===== src/rtl/spi_cmd_decoder_if.sv =====
// Bundle of the SPI-device side and memory-read side signals of spi_cmd_decoder.
// The decoder connects through the slave modport; the driving side uses master.
interface spi_cmd_decoder_if #(
   parameter int ADDR_BITS = 24
);
   logic                 spi_cs;
   logic                 spi_rx_strobe;
   logic                 spi_rx_cmd;
   logic [7:0]           spi_rx_data;
   logic [7:0]           spi_tx_data;
   logic                 rd_req;
   logic [ADDR_BITS-1:0] rd_addr;
   logic                 rd_valid;
   logic [7:0]           rd_data;
   logic                 cmd_strobe;
   logic [7:0]           cmd_byte;
   logic                 tx_underrun;

   modport slave (
      input  spi_cs, spi_rx_strobe, spi_rx_cmd, spi_rx_data, rd_valid, rd_data,
      output spi_tx_data, rd_req, rd_addr, cmd_strobe, cmd_byte, tx_underrun
   );

   modport master (
      output spi_cs, spi_rx_strobe, spi_rx_cmd, spi_rx_data, rd_valid, rd_data,
      input  spi_tx_data, rd_req, rd_addr, cmd_strobe, cmd_byte, tx_underrun
   );
endinterface


===== src/rtl/spi_cmd_decoder.sv =====
// spi_cmd_decoder: system-clock side of the SPI flash emulation path.
// Synchronises the toggle strobes and chip select from spi_device, decodes
// READ (0x03), assembles the address, issues memory reads and returns
// prefetched bytes on spi_tx_data.
// Optional feature macro: SPI_FAST_READ_EN (accepts FAST READ 0x0B with one
// dummy byte between address and data).
module spi_cmd_decoder #(
   parameter int ADDR_BITS   = 24,
   parameter int SYNC_STAGES = 2
) (
   input  logic              clk,
   input  logic              reset,
   spi_cmd_decoder_if.slave  bus
);
   localparam int ADDR_BYTES = ADDR_BITS / 8;
   localparam int CNT_W      = $clog2(ADDR_BYTES + 1);
   localparam logic [CNT_W-1:0] LAST_CNT = CNT_W'(ADDR_BYTES - 1);

   typedef enum logic [2:0] {
      ST_IDLE   = 3'd0,
      ST_ADDR   = 3'd1,
      ST_DATA   = 3'd2,
      ST_IGNORE = 3'd3
`ifdef SPI_FAST_READ_EN
      ,
      ST_DUMMY  = 3'd4
`endif
   } state_t;

   // ------------------------------------------------------------------
   // Input synchronisers: bit 0 rx_strobe, bit 1 rx_cmd, bit 2 cs
   // ------------------------------------------------------------------
   logic [2:0] async_in;
   logic [2:0] sync_out;
   logic [1:0] hist_reg;

   assign async_in = {bus.spi_cs, bus.spi_rx_cmd, bus.spi_rx_strobe};

   genvar gi;
   generate
      for (gi = 0; gi < 3; gi++) begin : g_sync
         logic [SYNC_STAGES-1:0] chain_reg;

         // Shift chain; on reset every stage takes the live input so no edge is seen afterwards
         always_ff @(posedge clk) begin
            if (reset)
               chain_reg <= {SYNC_STAGES{async_in[gi]}};
            else
               chain_reg <= {chain_reg[SYNC_STAGES-2:0], async_in[gi]};
         end

         assign sync_out[gi] = chain_reg[SYNC_STAGES-1];
      end
   endgenerate

   // Toggle history for the two strobes; an edge is a difference from the synchronised value
   always_ff @(posedge clk) begin
      if (reset)
         hist_reg <= async_in[1:0];
      else
         hist_reg <= sync_out[1:0];
   end

   logic strobe_ev;
   logic cmd_ev;
   logic cs_high;
   logic cmd_byte_ev;
   logic payload_ev;
   logic [7:0] rx_byte;

   assign strobe_ev   = sync_out[0] ^ hist_reg[0];
   assign cmd_ev      = sync_out[1] ^ hist_reg[1];
   assign cs_high     = sync_out[2];
   assign cmd_byte_ev = strobe_ev & cmd_ev;
   assign payload_ev  = strobe_ev & ~cmd_ev;
   assign rx_byte     = bus.spi_rx_data;

   // ------------------------------------------------------------------
   // Decoder state
   // ------------------------------------------------------------------
   state_t                state_reg,      state_next;
   logic [CNT_W-1:0]      cnt_reg,        cnt_next;
   logic [ADDR_BITS-1:0]  addr_sr_reg,    addr_sr_next;
   logic [ADDR_BITS-1:0]  rd_addr_reg,    rd_addr_next;
   logic [ADDR_BITS-1:0]  fetch_addr_reg, fetch_addr_next;
   logic                  rd_req_reg,     rd_req_next;
   logic                  pending_reg,    pending_next;
   logic                  req_wait_reg,   req_wait_next;
   logic                  have_reg,       have_next;
   logic                  first_reg,      first_next;
   logic [7:0]            hold_reg,       hold_next;
   logic [7:0]            tx_data_reg,    tx_data_next;
   logic [7:0]            cmd_byte_reg,   cmd_byte_next;
   logic                  cmd_strobe_reg, cmd_strobe_next;
   logic                  underrun_reg,   underrun_next;
   logic                  is_read;
   logic [ADDR_BITS-1:0]  addr_shifted;

   // State register and all datapath registers
   always_ff @(posedge clk) begin
      if (reset) begin
         state_reg      <= ST_IDLE;
         cnt_reg        <= '0;
         addr_sr_reg    <= '0;
         rd_addr_reg    <= '0;
         fetch_addr_reg <= '0;
         rd_req_reg     <= 1'b0;
         pending_reg    <= 1'b0;
         req_wait_reg   <= 1'b0;
         have_reg       <= 1'b0;
         first_reg      <= 1'b0;
         hold_reg       <= '0;
         tx_data_reg    <= '0;
         cmd_byte_reg   <= '0;
         cmd_strobe_reg <= 1'b0;
         underrun_reg   <= 1'b0;
      end else begin
         state_reg      <= state_next;
         cnt_reg        <= cnt_next;
         addr_sr_reg    <= addr_sr_next;
         rd_addr_reg    <= rd_addr_next;
         fetch_addr_reg <= fetch_addr_next;
         rd_req_reg     <= rd_req_next;
         pending_reg    <= pending_next;
         req_wait_reg   <= req_wait_next;
         have_reg       <= have_next;
         first_reg      <= first_next;
         hold_reg       <= hold_next;
         tx_data_reg    <= tx_data_next;
         cmd_byte_reg   <= cmd_byte_next;
         cmd_strobe_reg <= cmd_strobe_next;
         underrun_reg   <= underrun_next;
      end
   end

   // Next-state logic: deselect, read response, byte decode, then deferred read issue
   always_comb begin
      state_next      = state_reg;
      cnt_next        = cnt_reg;
      addr_sr_next    = addr_sr_reg;
      rd_addr_next    = rd_addr_reg;
      fetch_addr_next = fetch_addr_reg;
      rd_req_next     = 1'b0;
      pending_next    = pending_reg;
      req_wait_next   = req_wait_reg;
      have_next       = have_reg;
      first_next      = first_reg;
      hold_next       = hold_reg;
      tx_data_next    = tx_data_reg;
      cmd_byte_next   = cmd_byte_reg;
      cmd_strobe_next = 1'b0;
      underrun_next   = underrun_reg;
      addr_shifted    = ADDR_BITS'({addr_sr_reg, rx_byte});
      is_read         = (rx_byte == 8'h03);
`ifdef SPI_FAST_READ_EN
      if (rx_byte == 8'h0B)
         is_read = 1'b1;
`endif

      if (cs_high) begin
         // Deselect abandons the transaction; any response still in flight is dropped
         state_next    = ST_IDLE;
         cnt_next      = '0;
         pending_next  = 1'b0;
         req_wait_next = 1'b0;
         have_next     = 1'b0;
         first_next    = 1'b0;
      end else begin
         // Memory response: always lands in hold; the very first byte also goes straight out
         if (bus.rd_valid && pending_reg) begin
            pending_next = 1'b0;
            hold_next    = bus.rd_data;
            have_next    = 1'b1;
            if (first_reg) begin
               tx_data_next = bus.rd_data;
               first_next   = 1'b0;
            end
         end

         if (cmd_byte_ev) begin
            // A command byte restarts decoding from scratch in any state
            cmd_byte_next   = rx_byte;
            cmd_strobe_next = 1'b1;
            cnt_next        = '0;
            pending_next    = 1'b0;
            req_wait_next   = 1'b0;
            have_next       = 1'b0;
            first_next      = 1'b0;
            state_next      = is_read ? ST_ADDR : ST_IGNORE;
         end else if (payload_ev) begin
            case (state_reg)
               ST_ADDR: begin
                  addr_sr_next = addr_shifted;
                  cnt_next     = cnt_reg + CNT_W'(1);
                  if (cnt_reg == LAST_CNT) begin
                     rd_addr_next    = addr_shifted;
                     fetch_addr_next = addr_shifted + ADDR_BITS'(1);
                     rd_req_next     = 1'b1;
                     pending_next    = 1'b1;
                     first_next      = 1'b1;
                     have_next       = 1'b0;
`ifdef SPI_FAST_READ_EN
                     state_next = (cmd_byte_reg == 8'h0B) ? ST_DUMMY : ST_DATA;
`else
                     state_next = ST_DATA;
`endif
                  end
               end
`ifdef SPI_FAST_READ_EN
               ST_DUMMY: begin
                  // Dummy byte is consumed while the first read is in flight
                  state_next = ST_DATA;
               end
`endif
               ST_DATA: begin
                  if (have_next) begin
                     tx_data_next = hold_next;
                     have_next    = 1'b0;
                  end else begin
                     underrun_next = 1'b1;
                  end
                  if (!pending_next && !req_wait_reg) begin
                     rd_addr_next    = fetch_addr_next;
                     fetch_addr_next = fetch_addr_next + ADDR_BITS'(1);
                     rd_req_next     = 1'b1;
                     pending_next    = 1'b1;
                  end else begin
                     // A read is still outstanding; if one is already queued, skip past its byte
                     if (req_wait_reg)
                        fetch_addr_next = fetch_addr_next + ADDR_BITS'(1);
                     req_wait_next = 1'b1;
                  end
               end
               default: ;
            endcase
         end

         // A queued request goes out as soon as the outstanding read has completed
         if (req_wait_next && !pending_next) begin
            rd_addr_next    = fetch_addr_next;
            fetch_addr_next = fetch_addr_next + ADDR_BITS'(1);
            rd_req_next     = 1'b1;
            pending_next    = 1'b1;
            req_wait_next   = 1'b0;
         end
      end
   end

   assign bus.spi_tx_data = tx_data_reg;
   assign bus.rd_req      = rd_req_reg;
   assign bus.rd_addr     = rd_addr_reg;
   assign bus.cmd_strobe  = cmd_strobe_reg;
   assign bus.cmd_byte    = cmd_byte_reg;
   assign bus.tx_underrun = underrun_reg;

endmodule


===== src/flat_wrapper.sv =====
// flat-port wrapper written by rule: the top's interface ports become plain ports
module spi_cmd_decoder_flat 
#(
   parameter int ADDR_BITS   = 24,
   parameter int SYNC_STAGES = 2
)
  (clk, reset, bus_spi_cs, bus_spi_rx_strobe, bus_spi_rx_cmd, bus_spi_rx_data, bus_rd_valid, bus_rd_data, bus_spi_tx_data, bus_rd_req, bus_rd_addr, bus_cmd_strobe, bus_cmd_byte, bus_tx_underrun);
  spi_cmd_decoder_if #(.ADDR_BITS(ADDR_BITS)) bus_i ();
  input  logic clk;
  input  logic reset;
  input wire logic [$bits(bus_i.spi_cs)-1:0] bus_spi_cs;
  input wire logic [$bits(bus_i.spi_rx_strobe)-1:0] bus_spi_rx_strobe;
  input wire logic [$bits(bus_i.spi_rx_cmd)-1:0] bus_spi_rx_cmd;
  input wire logic [$bits(bus_i.spi_rx_data)-1:0] bus_spi_rx_data;
  input wire logic [$bits(bus_i.rd_valid)-1:0] bus_rd_valid;
  input wire logic [$bits(bus_i.rd_data)-1:0] bus_rd_data;
  output wire logic [$bits(bus_i.spi_tx_data)-1:0] bus_spi_tx_data;
  output wire logic [$bits(bus_i.rd_req)-1:0] bus_rd_req;
  output wire logic [$bits(bus_i.rd_addr)-1:0] bus_rd_addr;
  output wire logic [$bits(bus_i.cmd_strobe)-1:0] bus_cmd_strobe;
  output wire logic [$bits(bus_i.cmd_byte)-1:0] bus_cmd_byte;
  output wire logic [$bits(bus_i.tx_underrun)-1:0] bus_tx_underrun;
  assign bus_i.spi_cs = bus_spi_cs;
  assign bus_i.spi_rx_strobe = bus_spi_rx_strobe;
  assign bus_i.spi_rx_cmd = bus_spi_rx_cmd;
  assign bus_i.spi_rx_data = bus_spi_rx_data;
  assign bus_i.rd_valid = bus_rd_valid;
  assign bus_i.rd_data = bus_rd_data;
  assign bus_spi_tx_data = bus_i.spi_tx_data;
  assign bus_rd_req = bus_i.rd_req;
  assign bus_rd_addr = bus_i.rd_addr;
  assign bus_cmd_strobe = bus_i.cmd_strobe;
  assign bus_cmd_byte = bus_i.cmd_byte;
  assign bus_tx_underrun = bus_i.tx_underrun;
  spi_cmd_decoder #(.ADDR_BITS(ADDR_BITS), .SYNC_STAGES(SYNC_STAGES)) u_core (.clk(clk), .reset(reset), .bus(bus_i));
endmodule

===== config.mk =====
export PLATFORM = sky130hd
export DESIGN_NAME = spi_cmd_decoder_flat
export DESIGN_NICKNAME = d
export VERILOG_FILES = /design/src/rtl/spi_cmd_decoder_if.sv /design/src/rtl/spi_cmd_decoder.sv /design/src/flat_wrapper.sv
export SDC_FILE = /design/constraint.sdc
export NUM_CORES = 1
export LEC_CHECK = 0
export BUFFER_PORTS_ARGS = -buffer_cell sky130_fd_sc_hd__buf_2
export CORE_MARGIN = 1.5
export CORE_UTILIZATION = 60
export DETAILED_ROUTE_END_ITERATION = 7
export PLACE_DENSITY_LB_ADDON = 0.2
export SYNTH_ARGS = -nofsm -noshare
export SYNTH_HDL_FRONTEND = slang
export SYNTH_SLANG_ARGS = --single-unit

===== constraint.sdc =====
create_clock -name clk -period 3.5 [get_ports clk]
set_input_delay 0.175 -clock clk [delete_from_list [all_inputs] [get_ports clk]]
set_output_delay 0.175 -clock clk [all_outputs]
set_load 0.005 [all_outputs]

# Yosys cells after proc, flatten, opt, wreduce, memory -nomap -nowiden
# Cells that the tools add are included.
[totals]
output_inout_bits = 43
wordCells = 118
reg_bits = 108
[op_classes]
n_addsub = 4
n_bitwise = 8
n_reduce_logical = 20
mux = 60
n_eq_ne = 7
[op_table]
columns = ["cell", "count"]
rows = [
  ["two-way mux 24 bit", 12],
  ["case mux 24 bit (2 select lines)", 2],
  ["adder 24 x 1 -> 24 bit (second input constant)", 3],
  ["two-way mux 8 bit", 7],
  ["two-way mux 1 bit", 27],
  ["two-way mux 3 bit", 4],
  ["two-way mux 2 bit", 5],
  ["== test 8 x 2 -> 1 bit (second input constant)", 1],
  ["nonzero test 2 bit", 4],
  ["!= test 3 x 1 -> 1 bit (second input constant)", 2],
  ["case mux 1 bit (2 select lines)", 3],
  ["AND reduction 6 bit", 1],
  ["OR reduction 3 bit", 2],
  ["AND reduction 5 bit", 1],
  ["NOT 1 bit", 4],
  ["AND reduction 2 bit", 2],
  ["AND reduction 4 bit", 1],
  ["== test 3 x 1 -> 1 bit (second input constant)", 1],
  ["== test 3 x 2 -> 1 bit (second input constant)", 1],
  ["logical AND 1 bit", 3],
  ["zero test 1 bit", 3],
  ["AND reduction 3 bit", 1],
  ["nonzero test 3 bit", 1],
  ["adder 2 x 1 -> 2 bit (second input constant)", 1],
  ["other kinds (5)", 7],
]

# Logic depth before layout (Yosys ltp)
# Gate-level depths: netlist of the first run.
[logic_depth]
depth_word = 14
ltp_mapped = 14

# Least setup slack after synthesis of the first run
# No wires, ideal clock.
[synth_path]
path_kind = "flip-flop to flip-flop"
start = "reg u_core.cnt_reg[0]"
end = "reg u_core.fetch_addr_reg[16]"
path_slack_ns = 0.508
path_stages_with_launch = 15
setup_time_ns = 0.063
path_buffers = 1
t_required_ns = 3.437
t_arrival_ns = 2.930
period_less_slack_ns = 2.992
path_cell_list = "dfxtp_1 -> inv_1 -> ha_1 -> clkbuf_1 -> nand2b_1 -> and4_1 -> a21boi_0 -> or2_2 -> ha_1 -> inv_1 -> a211oi_2 -> or2b_1 -> or2_4 -> or4_1 -> nand3b_1"
[synth_via]
elab_chain_len = 9
elab_cells_between_ends = 15
[synth_lines]
columns = ["element", "line", "text"]
rows = [
  ["start: declaration", "spi_cmd_decoder.sv:82", "logic [CNT_W-1:0] cnt_reg, cnt_next;"],
  ["start signal: assignment", "spi_cmd_decoder.sv:119", "cnt_reg <= cnt_next;"],
  ["== test 2 bit *", "spi_cmd_decoder.sv:195", "if (cnt_reg == LAST_CNT) begin"],
  ["branches (longest 7 deep; another with adder 24 x 1 -> 24 bit)", "--", ""],
  ["two-way mux 24 bit *", "spi_cmd_decoder.sv:239", "if (req_wait_next && !pending_next) begin"],
  ["end signal: assignment", "spi_cmd_decoder.sv:122", "fetch_addr_reg <= fetch_addr_next;"],
  ["end: declaration", "spi_cmd_decoder.sv:85", "logic [ADDR_BITS-1:0] fetch_addr_reg, fetch_addr_next;"],
]
# Mark *: on every way between the ends. The select of a mux whose other input is x is not followed.
# A chain may end at the register's enable or synchronous reset.

# Worst setup path after layout of the first run
# Same ends and word-level chain as after synthesis.

==> impl_metrics.toml, run 1 <==
[route]
via_per_inst = 6.67
route.detailed.drc = 0
drt-pass1-iter-count = 8
antenna_left = 0
drt_iter0_markers = 998
wl_per_cell_um = 19.0
vias = 7482
drt-total-wl_um = 21300

[sta]
setup_slack_ns = 0.130
finClkSkew_ns = 0.0117
final_max_slew_viol_count = 0
finalCritPeriodShare_pct = 96.3
whs_ns = 0.0638
setup-tns-final_ns = 0
slew_headroom_pct = 36.5
tightest_slew_ns = 0.950
setup_viol = 0
rsz0062_at_grt = "no"
fin_crit_ns = 3.37
hold_viol = 0
fmax_mhz = 297

[global_routing]
grt_pass1_vias = 6635
gr-usage-met1_pct = 48.3
antenna_found_initial = 0
met2_usage_pct = 57.5
grt_start_max_net_pins = 43
grt_pass1_wl_um = 33700
grt.overflow.total = 0
top_usage_layer = "met2"
grt_use_met3_pct = 7.17
track_usage_pct = 36.3

[power]
p_seq_share_pct = 48.0
power.total_mw = 2.60
comb_power_share_pct = 10.2
switching_share_pct = 27.5
internal-power_mw = 1.89
power.density_nw_per_um2 = 339
p_sw_mw = 0.715
clkPwrFrac_pct = 41.9
leakage_nw = 2.73
peakVddDrop_mv = 0.344

[synth]
synth_top_area_cell = "dfxtp_1"
synthFlopType = "dfxtp_1"
syn-cell-area_um2 = 6770
synthCells = 925
synth_cell_types = 77
yosysSeqAreaShare_pct = 31.6
synth_top_area_share_pct = 31.6
synth_nets = 953
synth_edf_count = 0
synth_seq_cells = 107
async_reset_ff_share_pct = 0
yosysMostFrequentCell = "nand2_1"
yosys_warnings = 0
synth_common_cells = "nand2_1, dfxtp_1, a21oi_1, nor2_1, o21ai_0"
synth.area.top_cells = "dfxtp_1, nand2_1, a21oi_1"
postSynthAreaPerCell_um2 = 7.32

[place]
port_buffers = 64
pre_cts_slack_ns = 0.197
gp_congestion = 1.02
dpl.hpwl_um = 15000
dpl_cell_area_um2 = 7330

[min_path]
hp-class = "input port to register"

[cts]
cts_buffers = 9
path_clk_slew_ns = 0.08
root_buffer = "clkbuf_16"
postCtsSetupBuffers = 0
cts.sinks = 107
htree_levels = 3
tritoncts = "done"
clockBufferDepth = 2
clock_latency_ns = 0.37

[die]
die-height_um = 109
pin_count = 65
core-area_um2 = 10900
rows = 38
die-area_um2 = 11900
start_util_pct = 61.9
die_w_um = 109

[critical_path]
cp_data_arrival_time_ns = 3.67
critPathMaxFanout = 11
end_kind = "register"
worstSetupPathType = "register to register"
crit_required_ns = 3.80
worstSetupStartpointType = "register"

[layout]
insertedDiodeCount = 0
fin_nets = 1005
drive_gt1_share_pct = 14.7
num-fill-cells = 971
final_cell_area_um2 = 7680
area_growth_pct = 13.5

[flow_run]
maxCapViolations = 0

[outcome]
status = "completed"
layout by cell type, fill, tap and decap left out, types with 8 or more instances in the layout:
| master | instances |
|---|---|
| buf_2 | 64 |
| a31oi_1 | 15 |
| mux2i_1 | 13 |
| and3_1 | 16 |
| nor2_1 | 62 |
| nor3_1 | 22 |
| xnor2_1 | 15 |
| nand2_1 | 178 |
| nor4_1 | 18 |
| nand4_1 | 18 |
| o211ai_1 | 18 |
| clkbuf_16 | 9 |
| buf_4 | 39 |
| and4_1 | 9 |
| a211oi_1 | 22 |
| a21oi_1 | 80 |
| a22oi_1 | 8 |
| nand2b_1 | 8 |
| and2_1 | 9 |
| dfxtp_1 | 107 |
| inv_1 | 14 |
| nand3_1 | 32 |
| o21ai_0 | 52 |
metrics by stage:
stage,utilization [%],std cells
after detailed placement,67.0,1103
final,70.3,1122
after CTS,70.2,1122
after global routing,70.3,1122
after floorplan,-,925
after global placement,67.0,1103
cells by family (layout without fill, tap and decap cells):
group / Yosys count / after routing / share of synthesized area (%)
compound gates: 272 / 272 / 26.1
xor+xnor: 23 / 23 / 3.31
fa+ha+maj: 6 / 6 / 1.11
buf+inv: 80 / 137 / 4.64
flops: 107 / 107 / 31.6
mux: 14 / 14 / 2.09
simple gates: 423 / 423 / 31.1
power by group through the flow:
stage | sequential, mW | clock [mW] | combinational (mW)
floorplan | 1.28 | 0 | 0.163
global placement | 1.28 | 0 | 0.249
CTS | 1.25 | 1.09 | 0.256
global route | 1.25 | 1.13 | 0.283
detailed placement | 1.28 | 0 | 0.252
finish | 1.25 | 1.09 | 0.265
worst paths after layout:
check	from	to	slack (ns)	cells past startpoint
max	u_core.cnt_reg[0]	u_core.fetch_addr_reg[16]	0.13	13
min	bus_rd_data[3]	u_core.hold_reg[3]	0.06	3
max reg2reg	u_core.cnt_reg[0]	u_core.fetch_addr_reg[16]	0.13	13
min reg2reg	u_core.g_sync[1].chain_reg[0]	u_core.g_sync[1].chain_reg[1]	0.44	2
area by class of cell:
type	instances	area, um2	share of cell area (%)
clock buffers	9	225	2.93
flip-flops and latches	107	2140	27.9
well taps	140	175	2.28
repair buffers	107	663	8.63
clock inverters	7	91.3	1.19
inverters	14	52.6	0.684
multi-input cells	738	4340	56.4
per-layer routing:
| metal | routed length, um | vias up |
|---|---|---|
| met5 | 0 | - |
| met4 | 739 | 0 |
| met3 | 2070 | 80 |
| met2 | 9490 | 403 |
| met1 | 8970 | 3490 |
| li1 | - | 3509 |
worst max-delay path, cell delays in order (launching register included):
cell and delay (ns):
dfxtp_1 0.33, inv_1 0.07, ha_1 0.32, nand2b_1 0.21
and4_1 0.25, a21boi_0 0.22, or2_2 0.19, ha_1 0.18
inv_1 0.09, a211oi_4 0.25, or2b_1 0.32, or2_4 0.26
or4_1 0.53, nand3b_1 0.10
what timing repair did:
item / CTS / global route
resized for setup: 0 / 3
endpoints found under the setup margin: 0 / 3
hold buffers: 3 / 0
hold endpoints to repair: 3 / 0
Power figures use the tool's default switching activity.
==> run 2: changes to the inputs <==
--- a/config.mk
+++ b/config.mk
@@ -7,7 +7,7 @@
 export LEC_CHECK = 0
 export BUFFER_PORTS_ARGS = -buffer_cell sky130_fd_sc_hd__buf_2
 export CORE_MARGIN = 1.5
-export CORE_UTILIZATION = 60
+export CORE_UTILIZATION = 55
 export DETAILED_ROUTE_END_ITERATION = 7
 export PLACE_DENSITY_LB_ADDON = 0.2
 export SYNTH_ARGS = -nofsm -noshare
==> constraint.sdc (replaced) <==
create_clock -name clk -period 3.8 [get_ports clk]
set_input_delay 0.19 -clock clk [delete_from_list [all_inputs] [get_ports clk]]
set_output_delay 0.19 -clock clk [all_outputs]
set_load 0.005 [all_outputs]
==> impl_metrics.toml, run 2 (same netlist as run 1, synthesis figures left out) <==
[layout]
drive_gt1_share_pct = 13.0
layout_common_cells = "nand2_1, dfxtp_1, a21oi_1, buf_2, nor2_1"
seqCellArea_um2 = 2140
final_cell_area_um2 = 7510
fin_nets = 987
num-fill-cells = 1143
insertedDiodeCount = 0
multi_input_area_um2 = 4330
layout_commonest_cell = "nand2_1"
area_growth_pct = 11.0

[global_routing]
grt_start_max_net_pins = 49
antenna_found_initial = 0
grt_pass1_wl_um = 35000
grt.overflow.total = 0
grt_pass1_vias = 6677
track_usage_pct = 34.1

[cts]
htree_levels = 3
cts.sinks = 107
path_clk_slew_ns = 0.08
root_buffer = "clkbuf_16"
clockBufferDepth = 2
postCtsSetupBuffers = 0
tritoncts = "done"
clock_latency_ns = 0.37
ctsHoldBuffers = 3
cts_buffers = 9
cts_resized = 0

[min_path]
hp-class = "input port to register"
min_from = "bus_rd_data[1]"

[critical_path]
critPathLaunch = "u_core.state_reg[0]"
crit_slowest_cell = "nor2_1"
crit_top_cell = "inv_1"
worstSetupPathType = "register to register"
critPathMaxFanout = 7
worstSetupStartpointType = "register"
timing.rr.start = "u_core.state_reg[0]"
slowest_delay_ns = 0.43
path_cells = "inv_1 -> ha_1 -> inv_1 -> and4_1 -> nand2_1 -> a22o_1 -> ha_1 -> inv_1 -> a211oi_2 -> or2b_1 -> nor2_1 -> a21boi_0 -> o32ai_1"
end_kind = "register"
crit_required_ns = 4.08
cp_data_arrival_time_ns = 3.76

[sta]
slew_headroom_pct = 34.9
finClkSkew_ns = 0.00737
final_max_slew_viol_count = 0
fin_crit_ns = 3.47
setup_viol = 0
hold_viol = 0
fmax_mhz = 288
finalCritPeriodShare_pct = 91.4
setup-tns-final_ns = 0
rsz0062_at_grt = "no"
tightest_slew_ns = 0.973

[die]
die_w_um = 114
die-area_um2 = 13000
core-area_um2 = 12000
pin_count = 65
start_util_pct = 56.4
rows = 40
die-height_um = 114

[route]
route.detailed.drc = 0
drt_iter0_markers = 980
via_per_inst = 6.57
drt-pass1-iter-count = 6
drt-total-wl_um = 21600
wl_per_cell_um = 19.5
antenna_left = 0
vias = 7298

[power]
power.density_nw_per_um2 = 310
leakage_nw = 2.62
power.total_mw = 2.33
peakVddDrop_mv = 0.452

[place]
dpl_cell_area_um2 = 7190
gp_congestion = 1.01
dpl.hpwl_um = 15000
port_buffers = 64

[flow_run]
maxCapViolations = 0

[outcome]
status = "completed"
-- run 2: cell count changes in the layout (fill, tap and decap cells not counted), sizes merged --
cell | before | now
buf | 104 | 86
clkinv | 3 | 4
bufinv | 1 | 0
-- run 2: path summary, 6_finish.rpt --
| path | end | slack (ns) | depth (start not counted) |
|---|---|---|---|
| max | u_core.fetch_addr_reg[14] | 0.33 | 13 |
| min | u_core.hold_reg[1] | 0.07 | 3 |
| max reg2reg | u_core.fetch_addr_reg[14] | 0.33 | 13 |
| min reg2reg | u_core.g_sync[1].chain_reg[1] | 0.45 | 2 |
-- run 2: report_power, final --
part | switching (mW) | internal (mW) | leakage, nW
Clock | 0.481 | 0.463 | 0.147
Sequential | 0.0189 | 1.14 | 0.866
Combinational | 0.165 | 0.0663 | 1.61
-- run 2: per-layer routing --
layer / share of wire, % / wire length (um) / vias to the layer above / track usage, %
met5: 0 / 0 / - / 0
met4: 3.1 / 677 / 0 / 13.0
met3: 9.6 / 2080 / 55 / 8.02
met2: 44 / 9560 / 391 / 51.6
met1: 43 / 9310 / 3376 / 47.2
li1: - / - / 3476 / -
-- run 2: worst max-delay path: cells and delay by family, from the launching register on --
| family | cells | cell delay [ns] |
|---|---|---|
| simple gates | 4 | 1.13 |
| compound gates | 4 | 1.02 |
| fa+ha+maj | 2 | 0.60 |
| flops | 1 | 0.37 |
| buf+inv | 3 | 0.26 |
-- run 2: final cells by class --
type,instances,share of cell area (%)
Clock inverter,7,0.932
Inverter,14,0.699
Sequential cell,107,28.5
Clock buffer,9,3.00
Timing Repair Buffer,89,6.86
Tap cell,147,2.45
Multi-Input combinational cell,738,57.6
-- run 2: per-stage QoR --
stage          instances  worst slack, ns  utilization (%)  hold slack [ns]
3_5_place_dp        1092            0.519             59.9            0.307
5_1_grt             1111           0.0915             62.6           0.0675
2_1_floorplan        925            0.808                -            0.218
6_report            1111            0.327             62.6           0.0693
4_1_cts             1111            0.485             62.6           0.0581
3_3_place_gp        1092            0.584             59.9            0.307
